## src/rtl/jtframe_rst_seq.sv

```systemverilog
// rtl/jtframe_rst_seq.sv - reset and PLL-recovery sequencer for the frame wrapper
//
// Purpose: merges RESET, PLL lock, OSD/button reset request and ROM download
// into an ordered release: PLL first, then the frame reset (rst), then the
// game reset (game_rst). game_rst is held while a request or download is active.
//
// Ports:
//   clk_sys        in   system clock (PLL output)
//   RESET          in   asynchronous active-high reset
//   pll_locked     in   PLL lock, asynchronous, synchronized internally
//   rst_req        in   level reset request, asynchronous, synchronized internally
//   downloading    in   ROM download active, asynchronous, synchronized internally
//   pll_rst        out  PLL reset, registered
//   rst / rst_n    out  frame reset and its inverse, same flop
//   game_rst / game_rst_n out game reset and its inverse, same flop
//   lock_lost_cnt  out  saturating count of lock-loss events

module jtframe_rst_seq #(
    parameter int PLL_RST_CYC = 256,
    parameter int LOCK_FILT   = 16,
    parameter int FRAME_HOLD  = 1024,
    parameter int GAME_HOLD   = 4096
) (
    input  logic       clk_sys,
    input  logic       RESET,
    input  logic       pll_locked,
    input  logic       rst_req,
    input  logic       downloading,
    output logic       pll_rst,
    output logic       rst,
    output logic       rst_n,
    output logic       game_rst,
    output logic       game_rst_n,
    output logic [7:0] lock_lost_cnt
);

    typedef enum logic [2:0] {
        ST_INIT      = 3'd0,
        ST_FRAMEHOLD = 3'd1,
        ST_GAMEHOLD  = 3'd2,
        ST_RUN       = 3'd3,
        ST_PLLRST    = 3'd4
    } state_t;

    // Terminal counts: the counter runs 0..N-1, transition happens on the edge
    // after it shows N-1, giving exactly N cycles in the state.
    localparam logic [15:0] FILT_LAST  = 16'(LOCK_FILT - 1);
    localparam logic [15:0] FRAME_LAST = 16'(FRAME_HOLD - 1);
    localparam logic [15:0] GAME_LAST  = 16'(GAME_HOLD - 1);
    localparam logic [15:0] PLL_LAST   = 16'(PLL_RST_CYC - 1);

    // Synchronizer bit order: {downloading, rst_req, pll_locked}
    logic [2:0]  meta_q;
    logic [2:0]  sync_q;
    logic        locked_prev_q;

    state_t      state_q, state_d;
    logic [15:0] cnt_q, cnt_d;
    logic [7:0]  lost_q, lost_d;
    logic        pll_rst_q, pll_rst_d;
    logic        rst_q, rst_d;
    logic        game_rst_q, game_rst_d;

    logic        locked_s, req_s, dwn_s;
    logic        lock_loss;
    logic        hold_req;

    assign locked_s  = sync_q[0];
    assign req_s     = sync_q[1];
    assign dwn_s     = sync_q[2];
    assign hold_req  = req_s | dwn_s;
    // Only a 1->0 transition of the synchronized lock counts; a 0 straight
    // out of reset never produces an edge.
    assign lock_loss = locked_prev_q & ~locked_s;

    // State register, counters, synchronizers and registered outputs
    always_ff @(posedge clk_sys or posedge RESET) begin
        if (RESET) begin
            meta_q        <= 3'b000;
            sync_q        <= 3'b000;
            locked_prev_q <= 1'b0;
            state_q       <= ST_INIT;
            cnt_q         <= 16'd0;
            lost_q        <= 8'd0;
            pll_rst_q     <= 1'b0;
            rst_q         <= 1'b1;
            game_rst_q    <= 1'b1;
        end else begin
            meta_q        <= {downloading, rst_req, pll_locked};
            sync_q        <= meta_q;
            locked_prev_q <= locked_s;
            state_q       <= state_d;
            cnt_q         <= cnt_d;
            lost_q        <= lost_d;
            pll_rst_q     <= pll_rst_d;
            rst_q         <= rst_d;
            game_rst_q    <= game_rst_d;
        end
    end

    // Next-state logic: lock loss > request/download > counter expiry
    always_comb begin
        state_d = state_q;
        cnt_d   = cnt_q;
        lost_d  = lost_q;
        if (lock_loss && state_q != ST_PLLRST) begin
            state_d = ST_PLLRST;
            cnt_d   = 16'd0;
            lost_d  = (lost_q == 8'hFF) ? lost_q : lost_q + 8'd1;
        end else begin
            case (state_q)
                ST_INIT: begin
                    if (!locked_s) begin
                        cnt_d = 16'd0;
                    end else if (cnt_q == FILT_LAST) begin
                        state_d = ST_FRAMEHOLD;
                        cnt_d   = 16'd0;
                    end else begin
                        cnt_d = cnt_q + 16'd1;
                    end
                end
                ST_FRAMEHOLD: begin
                    if (cnt_q == FRAME_LAST) begin
                        state_d = ST_GAMEHOLD;
                        cnt_d   = 16'd0;
                    end else begin
                        cnt_d = cnt_q + 16'd1;
                    end
                end
                ST_GAMEHOLD: begin
                    if (hold_req) begin
                        cnt_d = 16'd0;
                    end else if (cnt_q == GAME_LAST) begin
                        state_d = ST_RUN;
                        cnt_d   = 16'd0;
                    end else begin
                        cnt_d = cnt_q + 16'd1;
                    end
                end
                ST_RUN: begin
                    if (hold_req) begin
                        state_d = ST_GAMEHOLD;
                        cnt_d   = 16'd0;
                    end
                end
                ST_PLLRST: begin
                    // Lock edges are ignored here; the hold always runs to term.
                    if (cnt_q == PLL_LAST) begin
                        state_d = ST_INIT;
                        cnt_d   = 16'd0;
                    end else begin
                        cnt_d = cnt_q + 16'd1;
                    end
                end
                default: begin
                    state_d = ST_INIT;
                    cnt_d   = 16'd0;
                end
            endcase
        end
    end

    // Output decode from the next state, so outputs change on the same edge
    // as the state and come straight from flops.
    always_comb begin
        pll_rst_d  = 1'b0;
        rst_d      = 1'b1;
        game_rst_d = 1'b1;
        case (state_d)
            ST_GAMEHOLD: rst_d = 1'b0;
            ST_RUN: begin
                rst_d      = 1'b0;
                game_rst_d = 1'b0;
            end
            ST_PLLRST: pll_rst_d = 1'b1;
            default: begin
                rst_d      = 1'b1;
                game_rst_d = 1'b1;
            end
        endcase
    end

    assign pll_rst       = pll_rst_q;
    assign rst           = rst_q;
    assign rst_n         = ~rst_q;
    assign game_rst      = game_rst_q;
    assign game_rst_n    = ~game_rst_q;
    assign lock_lost_cnt = lost_q;

endmodule

```

## config.mk

```make
export PLATFORM = sky130hd
export DESIGN_NAME = jtframe_rst_seq
export DESIGN_NICKNAME = d
export VERILOG_FILES = /design/src/rtl/jtframe_rst_seq.sv
export SDC_FILE = /design/constraint.sdc
export NUM_CORES = 1
export LEC_CHECK = 0
export ABC_AREA = 1
export BUFFER_PORTS_ARGS = -buffer_cell sky130_fd_sc_hd__buf_2
export CAP_MARGIN = 10
export CORE_ASPECT_RATIO = 1.1
export CORE_MARGIN = 5
export CORE_UTILIZATION = 55
export CTS_CLUSTER_SIZE = 25
export DETAILED_ROUTE_END_ITERATION = 8
export GPL_TIMING_DRIVEN = 0
export PLACE_DENSITY = 0.74
export SLEW_MARGIN = 5
export SYNTH_ARGS = -nofsm -noshare
export SYNTH_HDL_FRONTEND = slang
export SYNTH_SLANG_ARGS = --single-unit
```

## constraint.sdc

```tcl
create_clock -name clk_sys -period 2.3 [get_ports clk_sys]
set_input_delay 0.345 -clock clk_sys [delete_from_list [all_inputs] [get_ports clk_sys]]
set_output_delay 0.345 -clock clk_sys [all_outputs]
set_load 0.005 [all_outputs]
```

==> run metrics <==
post-synth top area share approximately two fifths; Synth Instances between 200 and 300; syn nets roughly 260; outcome complete, no violations; crit path kind flop to flop; CTS tree yes; drt pass-1 iters 4; total grt overflow 0; Mapped Area about 0.0021 mm2; All-Layer GR Usage a little under a fifth; Sink Count 37; count leader, synth nand2_1; xor and xnor area share after synthesis just over 5%; Root Buffer clkbuf_8; CP Launch Point cnt_q[0]$_DFFE_PP0P_; Die W slightly below 70 um; Critical-path top delay cell dfrtp_1; vias in the first global route between 1500 and 2000; critical path startpoint category flop; worst path buffer plus inverter count 2; total number of vias 1719; endpoints failing hold 0; list of most frequent post-synthesis cells 59 x nand2_1, 35 x dfrtp_1, 34 x inv_1; Top-Level Pins 18; nets@finish 287; Multi-input gate area roughly 1000 um2; relative slew slack roughly half; CP dominant cell by count nand2_2; post-synthesis sequential area ratio roughly 44%; Final setup viols 0; Post-CTS Setup Inserts 0; largest family of logic cells by synthesized area simple AND/OR/NAND/NOR gates; row count 23; Die Footprint 0.00513 mm2; Starting Density 57.2%; fmax 529 MHz; Synth-to-Final Area Change 11.7%; Core Footprint around 0.0037 mm2; slew at the pin with the worst max-slew slack ~0.76 ns; share of cells above drive strength 1 between 20% and 30%; Worst-Skew Late Latency around 0.29 ns; Worst Hold Class input port to flop; Synth area leaders dfrtp_1 42%, nand2_1 11%, inv_1 6.1%; worst-case clock buffer depth 2; LEAKAGE approximately 1.2 nW; setup slack after placement roughly 0.42 ns; initial antenna violation count 0; Synth Warn # 0; Reg2Reg Depth 11; post-route clock skew roughly 0.0086 ns; number of max-cap violations 0; Avg Cell Area, Syn about 8.2 um2; CTS Hold Bufs 0; pwr dens between 600 and 700 mW/mm2; number of synthesized flops with an enable pin 0; setup repair after global routing missed its margin no; Iter 0 DRT Violations 121; r2r setup slk about 0.4 ns; CP endpoint cnt_q[15]$_DFFE_PP0P_; post-CTS resize count 0; CP endpoint kind flop; Worst VDD drop just under 0.6 mV; drt drc 0; CP max stage delay 0.38 ns; IO buf count 17; fill count about 330; Final Cycle Share between 80% and 90%; fin crit period 1.89 ns; ANT nets after route 0; reg2reg end cnt_q[15]$_DFFE_PP0P_; total power 1.61 mW; post-synthesis mux area share under 10%; Yosys cell types 31; last weighted congestion value of the routability-driven placer 0.855; Avg WL per Cell 12.3 um; CP Cell Sequence ha_1 -> nand2_4 -> nor2_2 -> nand2_2 -> clkinv_2 -> nand2_2 -> nand2_4 -> nand2_2 -> o21ai_2 -> buf_6 -> a21oi_2; #FFs+latches synth 37; first-pass GRT wire length just over 7000 um; cell area after layout roughly 0.0023 mm2; WP data arrival 2.06 ns; Worst-path clk slew 0.07 ns; Synth async-reset ratio 100%; Critical R2R Launch cnt_q[0]$_DFFE_PP0P_; Synth Area in Simple Gates 31.1%; TritonCTS buffer count 5; register area 928 um2; hpwl dp 2970 um; final slew viol count 0; Hold Crit Depth 1; area leader, netlist dfrtp_1; Placed Area roughly 0.0022 mm2; CP Max Fanout 10; setup TNS 0 ns; min setup slack post-route slightly above 0.4 ns; Die Ht ~75 um; # H-tree levels 2; Post-synth top flop dfrtp_1; Worst Path Required approximately 2.5 ns; Adder-Cell Fraction of Synth Area approximately 1.2%; CP top delay family simple AND/OR/NAND/NOR gates; critical path depth 11; antenna cells 0; largest net degree at the start of global routing 38; Compound-Gate Fraction of Synth Area between 8 and 9%; fin util a little under two thirds; Post-Route WL roughly 4100 um; vias per cell 5.19
registers in the layout, summed over array words and instances (netlist names):
name and flops:
rst 1, locked_prev_q 1, game_rst 1, sync_q 3, pll_rst 1, meta_q 3, cnt_q 16, lock_lost_cnt 8
state_q 3
layout by cell type, fill, tap and decap left out, drive strengths merged:
master  Yosys  final
o22ai       1      1
nand3b      1      1
and2        1      1
mux2        2      2
nor3        4      4
buf         4     21
clkinv      1      3
a21oi      16     16
nand4      12     12
dfstp       2      2
o21ai       9      9
xnor2       5      5
nand2      70     70
a21o        1      1
inv        36     36
dfrtp      35     35
nand3      20     20
clkbuf      0      6
ha          2      2
xor2        7      7
nor2       27     27
metrics by stage:
stage | cells | hold WS, ns
after global routing | 331 | 0.143
after global placement | 323 | 0.332
after floorplan | 256 | 0.331
after detailed placement | 323 | 0.337
final | 331 | 0.157
after CTS | 331 | 0.151
how the worst min path moves through the flow:
stage                                   start             endpoint  slack [ns]
after floorplan           meta_q[0]$_DFF_PP0_  sync_q[0]$_DFF_PP0_        0.33
after global placement    meta_q[2]$_DFF_PP0_  sync_q[2]$_DFF_PP0_        0.33
after detailed placement  meta_q[2]$_DFF_PP0_  sync_q[2]$_DFF_PP0_        0.34
after CTS                         downloading  meta_q[2]$_DFF_PP0_        0.15
after global routing              downloading  meta_q[2]$_DFF_PP0_        0.14
final                             downloading  meta_q[2]$_DFF_PP0_        0.16
cells by family after synthesis:
group / count (synthesis)
AOI/OAI and AO/OA: 27
adders and majority gates: 2
xor gates and xnor gates: 12
and+or+nand+nor: 135
muxes: 2
buffers and inverters: 41
DFF: 37
final cells by class:
class	count	area share (%)
timing repair buffer	17	3.65
clock inverter	2	0.590
sequential	37	39.8
tap	50	2.68
buffer	4	1.50
multi-input combinational	178	42.3
inverter	37	6.01
clock buffer	6	3.54
per-layer routing:
| layer | vias to the layer above | part of all wire (%) | GRT usage (%) | routed length, um |
|---|---|---|---|---|
| met3 | 6 | 6.1 | 4.48 | 249 |
| met4 | 0 | 1.5 | 6.49 | 62 |
| met2 | 57 | 49 | 29.2 | 1980 |
| met5 | - | 0 | 0 | 0 |
| met1 | 793 | 44 | 25.0 | 1780 |
| li1 | 863 | - | - | - |
where the power goes:
part,switching [mW],internal [mW]
clock network,0.238,0.243
logic,0.187,0.130
registers,0.0838,0.727
total,0.509,1.10
Note: power is estimated with default switching activity, not from simulation.
